$ cat src/rtl/cby_cfg_shadow_param_if.sv
// Bus bundle for the parametrised Y-channel connection block: channel tracks,
// configuration chain controls, pin drives and config status/debug.
interface cby_cfg_shadow_param_if #(
    parameter int CHAN_WIDTH = 11,
    parameter int NUM_IPIN   = 8
);
    logic [CHAN_WIDTH-1:0] chany_bottom_in;
    logic [CHAN_WIDTH-1:0] chany_top_in;
    logic [CHAN_WIDTH-1:0] chany_top_out;
    logic [CHAN_WIDTH-1:0] chany_bottom_out;
    logic                  ccff_head;
    logic                  ccff_en;
    logic                  cfg_load;
    logic [NUM_IPIN-1:0]   ipin_out;
    logic                  ccff_tail;
    logic                  cfg_valid;
    logic                  cfg_error;
    // dbg_state = {cfg_error, cfg_valid}; dbg_cnt = bits shifted since last load
    logic [1:0]            dbg_state;
    logic [15:0]           dbg_cnt;

    modport master (
        output chany_bottom_in, chany_top_in, ccff_head, ccff_en, cfg_load,
        input  chany_top_out, chany_bottom_out, ipin_out, ccff_tail,
               cfg_valid, cfg_error, dbg_state, dbg_cnt
    );

    modport slave (
        input  chany_bottom_in, chany_top_in, ccff_head, ccff_en, cfg_load,
        output chany_top_out, chany_bottom_out, ipin_out, ccff_tail,
               cfg_valid, cfg_error, dbg_state, dbg_cnt
    );
endinterface

$ cat src/rtl/cby_cfg_shadow_param.sv
// Parametrised Y-channel connection block: straight-through tracks plus one-hot
// input-pin muxes fed from an active config copied from a shifted shadow chain.
module cby_cfg_shadow_param #(
    parameter int CHAN_WIDTH  = 11,
    parameter int NUM_IPIN    = 8,
    parameter int TAPS        = 3,
    parameter int IDXW        = 4,
    parameter logic [NUM_IPIN*TAPS*IDXW-1:0] TAP_TABLE = {
        4'd7, 4'd6, 4'd1,    // pin7
        4'd6, 4'd5, 4'd0,    // pin6
        4'd10, 4'd5, 4'd4,   // pin5
        4'd9, 4'd4, 4'd3,    // pin4
        4'd8, 4'd3, 4'd2,    // pin3
        4'd7, 4'd2, 4'd1,    // pin2
        4'd6, 4'd1, 4'd0,    // pin1
        4'd10, 4'd5, 4'd0    // pin0
    },
    parameter int EXPECT_BITS = 0
) (
    input logic                  prog_clk,
    input logic                  pReset,
    cby_cfg_shadow_param_if.slave bus
);
    localparam int MUX_SIZE = 2 * TAPS;
    localparam int TOTAL    = NUM_IPIN * MUX_SIZE;

    localparam int           VALID_BIT = 0;
    localparam int           ERR_BIT   = 1;
    localparam logic [1:0]   ST_UNCFG  = 2'b00;

    // Control strobes: ccff_en and cfg_load are single-cycle qualifiers sampled on
    // every prog_clk edge; there is no ready/backpressure, each asserted cycle acts.
    logic [TOTAL-1:0]    sr;
    logic [TOTAL-1:0]    ar;
    logic [15:0]         cnt;
    logic [1:0]          state_q;
    logic [1:0]          state_d;
    logic [NUM_IPIN-1:0] pin_ok;
    logic [NUM_IPIN-1:0] ipin;
    logic                words_ok;
    logic                count_ok;
    logic                load_ok;

    assign bus.chany_top_out    = bus.chany_bottom_in;
    assign bus.chany_bottom_out = bus.chany_top_in;
    assign bus.ccff_tail        = sr[TOTAL-1];
    assign bus.ipin_out         = ipin;
    assign bus.dbg_cnt          = cnt;

    for (genvar i = 0; i < NUM_IPIN; i++) begin : g_pin
        logic [MUX_SIZE-1:0] sel_in;
        logic [MUX_SIZE-1:0] word;

        for (genvar j = 0; j < TAPS; j++) begin : g_tap
            localparam int IDX = int'(TAP_TABLE[(i*TAPS+j)*IDXW +: IDXW]);
            assign sel_in[2*j]   = bus.chany_bottom_in[IDX];
            assign sel_in[2*j+1] = bus.chany_top_in[IDX];
        end

        assign word      = sr[i*MUX_SIZE +: MUX_SIZE];
        // Clearing the lowest set bit leaves zero only for a zero-or-one-hot word.
        assign pin_ok[i] = ((word & (word - MUX_SIZE'(1))) == '0);
        assign ipin[i]   = |(ar[i*MUX_SIZE +: MUX_SIZE] & sel_in);
    end

    assign words_ok = &pin_ok;
    assign count_ok = (EXPECT_BITS == 0) || (cnt == 16'(EXPECT_BITS));
    assign load_ok  = bus.cfg_load && words_ok && count_ok;

    // Load decisions use the pre-shift shadow, so a same-cycle shift is harmless.
    always_ff @(posedge prog_clk or posedge pReset) begin
        if (pReset) begin
            sr  <= '0;
            ar  <= '0;
            cnt <= '0;
        end else begin
            if (bus.ccff_en) begin
                sr <= {sr[TOTAL-2:0], bus.ccff_head};
            end
            if (load_ok) begin
                ar <= sr;
            end
            if (bus.cfg_load) begin
                cnt <= bus.ccff_en ? 16'd1 : 16'd0;
            end else if (bus.ccff_en && (cnt != 16'hFFFF)) begin
                cnt <= cnt + 16'd1;
            end
        end
    end

    always_ff @(posedge prog_clk or posedge pReset) begin
        if (pReset) begin
            state_q <= ST_UNCFG;
        end else begin
            state_q <= state_d;
        end
    end

    // Error is sticky until reset; a legal load still marks the config valid.
    always_comb begin
        state_d = state_q;
        if (bus.cfg_load) begin
            if (load_ok) begin
                state_d[VALID_BIT] = 1'b1;
            end else begin
                state_d[ERR_BIT] = 1'b1;
            end
        end
    end

    always_comb begin
        bus.cfg_valid = state_q[VALID_BIT];
        bus.cfg_error = state_q[ERR_BIT];
        bus.dbg_state = state_q;
    end
endmodule

$ cat src/flat_wrapper.sv
// flat-port wrapper written by rule: the top's interface ports become plain ports
module cby_cfg_shadow_param_flat 
#(
    parameter int CHAN_WIDTH  = 11,
    parameter int NUM_IPIN    = 8,
    parameter int TAPS        = 3,
    parameter int IDXW        = 4,
    parameter logic [NUM_IPIN*TAPS*IDXW-1:0] TAP_TABLE = {
        4'd7, 4'd6, 4'd1,           
        4'd6, 4'd5, 4'd0,           
        4'd10, 4'd5, 4'd4,          
        4'd9, 4'd4, 4'd3,           
        4'd8, 4'd3, 4'd2,           
        4'd7, 4'd2, 4'd1,           
        4'd6, 4'd1, 4'd0,           
        4'd10, 4'd5, 4'd0           
    },
    parameter int EXPECT_BITS = 0
)
  (prog_clk, pReset, bus_chany_bottom_in, bus_chany_top_in, bus_ccff_head, bus_ccff_en, bus_cfg_load, bus_chany_top_out, bus_chany_bottom_out, bus_ipin_out, bus_ccff_tail, bus_cfg_valid, bus_cfg_error, bus_dbg_state, bus_dbg_cnt);
  cby_cfg_shadow_param_if #(.CHAN_WIDTH(CHAN_WIDTH), .NUM_IPIN(NUM_IPIN)) bus_i ();
  input logic prog_clk;
  input logic pReset;
  input wire logic [$bits(bus_i.chany_bottom_in)-1:0] bus_chany_bottom_in;
  input wire logic [$bits(bus_i.chany_top_in)-1:0] bus_chany_top_in;
  input wire logic [$bits(bus_i.ccff_head)-1:0] bus_ccff_head;
  input wire logic [$bits(bus_i.ccff_en)-1:0] bus_ccff_en;
  input wire logic [$bits(bus_i.cfg_load)-1:0] bus_cfg_load;
  output wire logic [$bits(bus_i.chany_top_out)-1:0] bus_chany_top_out;
  output wire logic [$bits(bus_i.chany_bottom_out)-1:0] bus_chany_bottom_out;
  output wire logic [$bits(bus_i.ipin_out)-1:0] bus_ipin_out;
  output wire logic [$bits(bus_i.ccff_tail)-1:0] bus_ccff_tail;
  output wire logic [$bits(bus_i.cfg_valid)-1:0] bus_cfg_valid;
  output wire logic [$bits(bus_i.cfg_error)-1:0] bus_cfg_error;
  output wire logic [$bits(bus_i.dbg_state)-1:0] bus_dbg_state;
  output wire logic [$bits(bus_i.dbg_cnt)-1:0] bus_dbg_cnt;
  assign bus_i.chany_bottom_in = bus_chany_bottom_in;
  assign bus_i.chany_top_in = bus_chany_top_in;
  assign bus_i.ccff_head = bus_ccff_head;
  assign bus_i.ccff_en = bus_ccff_en;
  assign bus_i.cfg_load = bus_cfg_load;
  assign bus_chany_top_out = bus_i.chany_top_out;
  assign bus_chany_bottom_out = bus_i.chany_bottom_out;
  assign bus_ipin_out = bus_i.ipin_out;
  assign bus_ccff_tail = bus_i.ccff_tail;
  assign bus_cfg_valid = bus_i.cfg_valid;
  assign bus_cfg_error = bus_i.cfg_error;
  assign bus_dbg_state = bus_i.dbg_state;
  assign bus_dbg_cnt = bus_i.dbg_cnt;
  cby_cfg_shadow_param #(.CHAN_WIDTH(CHAN_WIDTH), .NUM_IPIN(NUM_IPIN), .TAPS(TAPS), .IDXW(IDXW), .TAP_TABLE(TAP_TABLE), .EXPECT_BITS(EXPECT_BITS)) u_core (.prog_clk(prog_clk), .pReset(pReset), .bus(bus_i));
endmodule
$ cat config.mk
export PLATFORM = sky130hd
export DESIGN_NAME = cby_cfg_shadow_param_flat
export DESIGN_NICKNAME = d
export VERILOG_FILES = /design/src/rtl/cby_cfg_shadow_param_if.sv /design/src/rtl/cby_cfg_shadow_param.sv /design/src/flat_wrapper.sv
export SDC_FILE = /design/constraint.sdc
export NUM_CORES = 1
export LEC_CHECK = 0
export CORE_ASPECT_RATIO = 1.2
export CORE_UTILIZATION = 48
export DETAILED_ROUTE_END_ITERATION = 7
export PLACE_DENSITY = 0.73
export RECOVER_POWER = 100
export SYNTH_ARGS = -nofsm -noshare
export SYNTH_HDL_FRONTEND = slang
export SYNTH_SLANG_ARGS = --single-unit
$ cat constraint.sdc
create_clock -name prog_clk -period 7.7 [get_ports prog_clk]
set_clock_uncertainty 0.05 [all_clocks]
set_input_delay 1.54 -clock prog_clk [delete_from_list [all_inputs] [get_ports prog_clk]]
set_output_delay 1.54 -clock prog_clk [all_outputs]
set_load 0.01 [all_outputs]
* Word level (Yosys, flattened, before mapping)
Index checks and enable logic that the tools add are counted.
** Operators by class
- $add $sub $neg :: 9
- Equality and inequality tests :: 1
- Multiplexer cells :: 3
- Bitwise gates (word level) :: 17
- Reduce and logical (&&, ||, !) cells :: 22
** Operators with widths (count)
- AND 6 bit :: 16
- logical NOT 6 bit :: 8
- OR reduction 6 bit :: 8
- subtractor 6 x 1 -> 6 bit, second input constant :: 8
- two-way mux 16 bit :: 2
- adder 16 x 1 -> 16 bit, second input constant :: 1
- inequality test 16 bit, second input constant :: 1
- AND reduction 8 bit :: 1
- AND reduction 2 bit :: 2
- logical AND 1 bit :: 2
- nonzero test 2 bit :: 1
- two-way mux 1 bit :: 1
- NOT 1 bit :: 1
** Word-level totals
- Flip-flop bits (word level) :: 114
- Input bits :: 27
- Output and inout bits :: 51
- Logic and storage cells :: 57

* Logic depth before layout (Yosys ltp)
- Word-level depth :: 7
- Depth in mapped cells :: 8
- Mapped depth without buffers :: 7

* Worst setup path before layout
No wires, ideal clock.
- Path type :: input to output
- Start point :: input bus_chany_bottom_in[6]
- End point :: output bus_ipin_out[1]
- Arrival time :: 1836 ps
- Data required time :: 6110 ps
- Setup slack :: 4274 ps
- Stages on the path :: 2
- Path buffers :: 0
- Path through :: a22oi_1 -> nand3_1
** Between the ends
- Word-level cells in the longest chain between the ends :: 2
** RTL lines
- from (decl) :: RTL line flat_wrapper.sv:24 : input wire logic [$bits(bus_i.chany_bottom_in)-1:0] bus_chany_bottom_in;
- AND 6 bit :: RTL line cby_cfg_shadow_param.sv:63 : assign ipin[i] = |(ar[i*MUX_SIZE +: MUX_SIZE] & sel_in);
- OR reduction 6 bit :: RTL line cby_cfg_shadow_param.sv:63
- to (decl) :: RTL line flat_wrapper.sv:31 : output wire logic [$bits(bus_i.ipin_out)-1:0] bus_ipin_out;
No other way between the ends.

* Worst setup path in the final report
- Start point :: input bus_chany_top_in[6]
- End point :: output bus_ipin_out[7]
** Between the ends
- Word-level cells in the longest chain between the ends :: 2
** RTL lines
- from (decl) :: RTL line flat_wrapper.sv:25 : input wire logic [$bits(bus_i.chany_top_in)-1:0] bus_chany_top_in;
- AND 6 bit :: RTL line cby_cfg_shadow_param.sv:63
- OR reduction 6 bit :: RTL line cby_cfg_shadow_param.sv:63
No other way between the ends.

==> results.json <==
{
  "synth-compound-area-share_pct": 8.360,
  "worstSetupStartpointType": "primary input",
  "commonest_non_fill_non_tap_cells_in_the_layout": "sky130_fd_sc_hd__dfrtp_1 (114), sky130_fd_sc_hd__mux2_2 (86), sky130_fd_sc_hd__dlygate4sd3_1 (53)",
  "mappedNetlistArea_um2": 5164,
  "dieHeight_um": 115.6,
  "grt_util_all_layers_pct": 21.18,
  "rr_worst_depth": 7,
  "finalMaxSlewViolations": 221,
  "min_path_type": "reg2reg",
  "synth_area_in_xor_xnor_pct": 2.205,
  "slew-limit-headroom_pct": -90.88,
  "cp.arrival_ns": 3.15,
  "routed-via-count": 3417,
  "maxCapViolations": 4,
  "ffs_latches_synth": 114,
  "synthMuxAreaShare_pct": 21.78,
  "final_min_period_over_clock_period_pct": 61.60,
  "fin_ws_ns": 2.957,
  "whs_path_depth": 1,
  "status": "finished with violations",
  "dp_cell_count": 566,
  "wire_per_inst_um": 18.35,
  "maxClockFrequency_mhz": 210.8,
  "number_of_synthesized_flops_with_an_enable_pin": 0,
  "layout.cells.most_common": "sky130_fd_sc_hd__dfrtp_1",
  "max-clock-path-buffers": 2,
  "ys.warnings.count": 0,
  "globalRouteOverflowTotal": 0,
  "stdcell_count": 598,
  "cts_resized": 0,
  "fin_crit_ns": 4.743,
  "detailed_place_hpwl_um": 7236,
  "io_buffer_count": 77,
  "setup-tns-final_ns": 0,
  "synth_ff_type": "sky130_fd_sc_hd__dfrtp_1",
  "syn_to_final_growth_pct": 24.35,
  "worst_setup_path_end_kind": "output pin",
  "rsz0062_at_grt": "false",
  "grt_antenna_before_repair": 0,
  "detail_route.iter0.violations": 173,
  "rows": 41,
  "max-vdd-ir-drop_mv": 0.1910,
  "final_layout_size_suffix_gt1_share_pct": 26.01,
  "clkSlewWorstSetupHoldPaths_ns": 0.06,
  "place_congestion": 0.7992,
  "async_flop_share_pct": 100.0,
  "initial_utilization_pct": 49.10,
  "first_pass_grt_wire_length_um": 18450,
  "final_ant_viol_nets": 0,
  "hold_viol_final": 0,
  "cts-root-buf": "sky130_fd_sc_hd__clkbuf_16",
  "worstSkewPairLatency_ns": 0.40,
  "yosys.area_share.simple_pct": 7.075,
  "synth_top_family_by_area": "multiplexers",
  "post-place-ws_ns": 3.149,
  "failed_checks": "max-capacitance violations, max-slew violations",
  "max_slew.worst_pin.slew_ns": 2.863,
  "drc": 0,
  "setup_viol": 0,
  "yosys.area_share.adder_pct": 0.2423,
  "netlist_instances": 396,
  "seq_area_frac_synth_pct": 55.25,
  "synth_cell_types": 38,
  "via_density_per_instance": 5.714,
  "cp_max_fo": 4,
  "finalPower_mw": 1.888,
  "post_syn_nets": 424,
  "cts.sinks": 114,
  "fin_nets": 484,
  "firstDrtPassIters": 4,
  "path_class": "in2out",
  "cts_inserted_buffers": 17,
  "postCtsSetupRepairBufs": 0,
  "syn_area_per_cell_um2": 13.04,
  "reg2reg_setup_slack_ns": 3.79,
  "placeableCoreArea_um2": 10520,
  "insertedDiodeCount": 0,
  "via_count_of_the_first_global_routing_pass": 3588,
  "postCtsHoldBufs": 0,
  "leakage_power_of_the_design_nw": 2.989,
  "die_x_um": 96.68,
  "detail_route.wirelength_um": 10970,
  "htree_levels": 4,
  "min_hold_slack_ns": 0.4482,
  "ios": 78,
  "pwr_density_cell_nw_per_um2": 294.0,
  "cts_tree": "done",
  "worst-endpoint-required_ns": 6.11,
  "floorplan.die_area_um2": 11180,
  "largest_net_degree_at_the_start_of_global_routing": 72
}
==> per-stage QoR <==
stage	utilization (%)	instance area [um2]
floorplan	-	5164
global placement	55.74	5862
detailed placement	55.74	5862
CTS	61.46	6464
global route	61.06	6421
finish	61.06	6421
==> kinds of logic (layout without fill, tap and decap cells) <==
group	Yosys count	after routing
flops	114	114
mux	97	97
simple gates	69	69
compound gates	61	61
buf+inv	41	114
xor+xnor	13	13
fa+ha+maj	1	1
==> state kept, by name (all words and copies together) (netlist names) <==
| signal | count |
|---|---|
| u_core.ar | 48 |
| u_core.bus.dbg_cnt | 16 |
| u_core.bus.dbg_state | 2 |
| u_core.sr | 48 |
==> cells in the mapped netlist, types with 4 or more instances <==
master / count / area, um2
sky130_fd_sc_hd__a22oi_1: 28 / 210.2
sky130_fd_sc_hd__a221oi_1: 4 / 35.03
sky130_fd_sc_hd__buf_4: 24 / 180.2
sky130_fd_sc_hd__o21ai_0: 9 / 45.04
sky130_fd_sc_hd__dfrtp_1: 114 / 2853
sky130_fd_sc_hd__or4_1: 8 / 60.06
sky130_fd_sc_hd__a22o_1: 4 / 35.03
sky130_fd_sc_hd__mux2_4: 9 / 135.1
sky130_fd_sc_hd__xnor2_1: 5 / 43.79
sky130_fd_sc_hd__mux2_2: 87 / 979.7
sky130_fd_sc_hd__clkbuf_1: 8 / 30.03
sky130_fd_sc_hd__nor2_1: 16 / 60.06
sky130_fd_sc_hd__nand4_1: 9 / 56.30
sky130_fd_sc_hd__o22ai_1: 8 / 50.05
sky130_fd_sc_hd__nand2_1: 10 / 37.54
sky130_fd_sc_hd__xor2_1: 8 / 70.07
sky130_fd_sc_hd__nand3_1: 15 / 75.07
==> power breakdown <==
group	total, mW	switching, mW	internal [mW]
clock	0.793	0.276	0.517
combinational	0.275	0.114	0.161
sequential	0.819	0.121	0.699
total	1.89	0.511	1.38
==> final timing paths <==
path | start | to
worst max register to register | u_core.sr[0] | u_core.ar[9]
max in group asynchronous | pReset | u_core.sr[34]
worst max-delay path | bus_chany_top_in[6] | bus_ipin_out[7]
worst min-delay path | u_core.bus.dbg_state[0] | u_core.bus.dbg_state[0]
min in group asynchronous | pReset | u_core.ar[12]
worst min register to register | u_core.bus.dbg_state[0] | u_core.bus.dbg_state[0]
==> layer usage <==
layer	track usage, %	up-vias	part of all wire (%)
met5	0	-	0
met4	9.552	0	2.3
met3	4.885	19	3.7
met2	35.59	88	50
met1	26.38	1740	44
li1	-	1570	-
==> critical path: stages <==
cell and delay (ns):
sky130_fd_sc_hd__dlygate4sd3_1 0.64, sky130_fd_sc_hd__a22oi_1 0.22, sky130_fd_sc_hd__nand3_1 0.13, sky130_fd_sc_hd__dlygate4sd3_1 0.63
==> final cells by class <==
| cell class | count | area (um2) |
|---|---|---|
| well taps | 129 | 161.4 |
| repair buffers | 79 | 773.2 |
| flip-flops and latches | 114 | 2853 |
| multi-input cells | 241 | 2019 |
| clock buffers | 19 | 442.9 |
| clock inverters | 13 | 158.9 |
| inverters | 3 | 12.51 |
| fillers | 824 | 4095 |
Power figures use the tool's default switching activity.
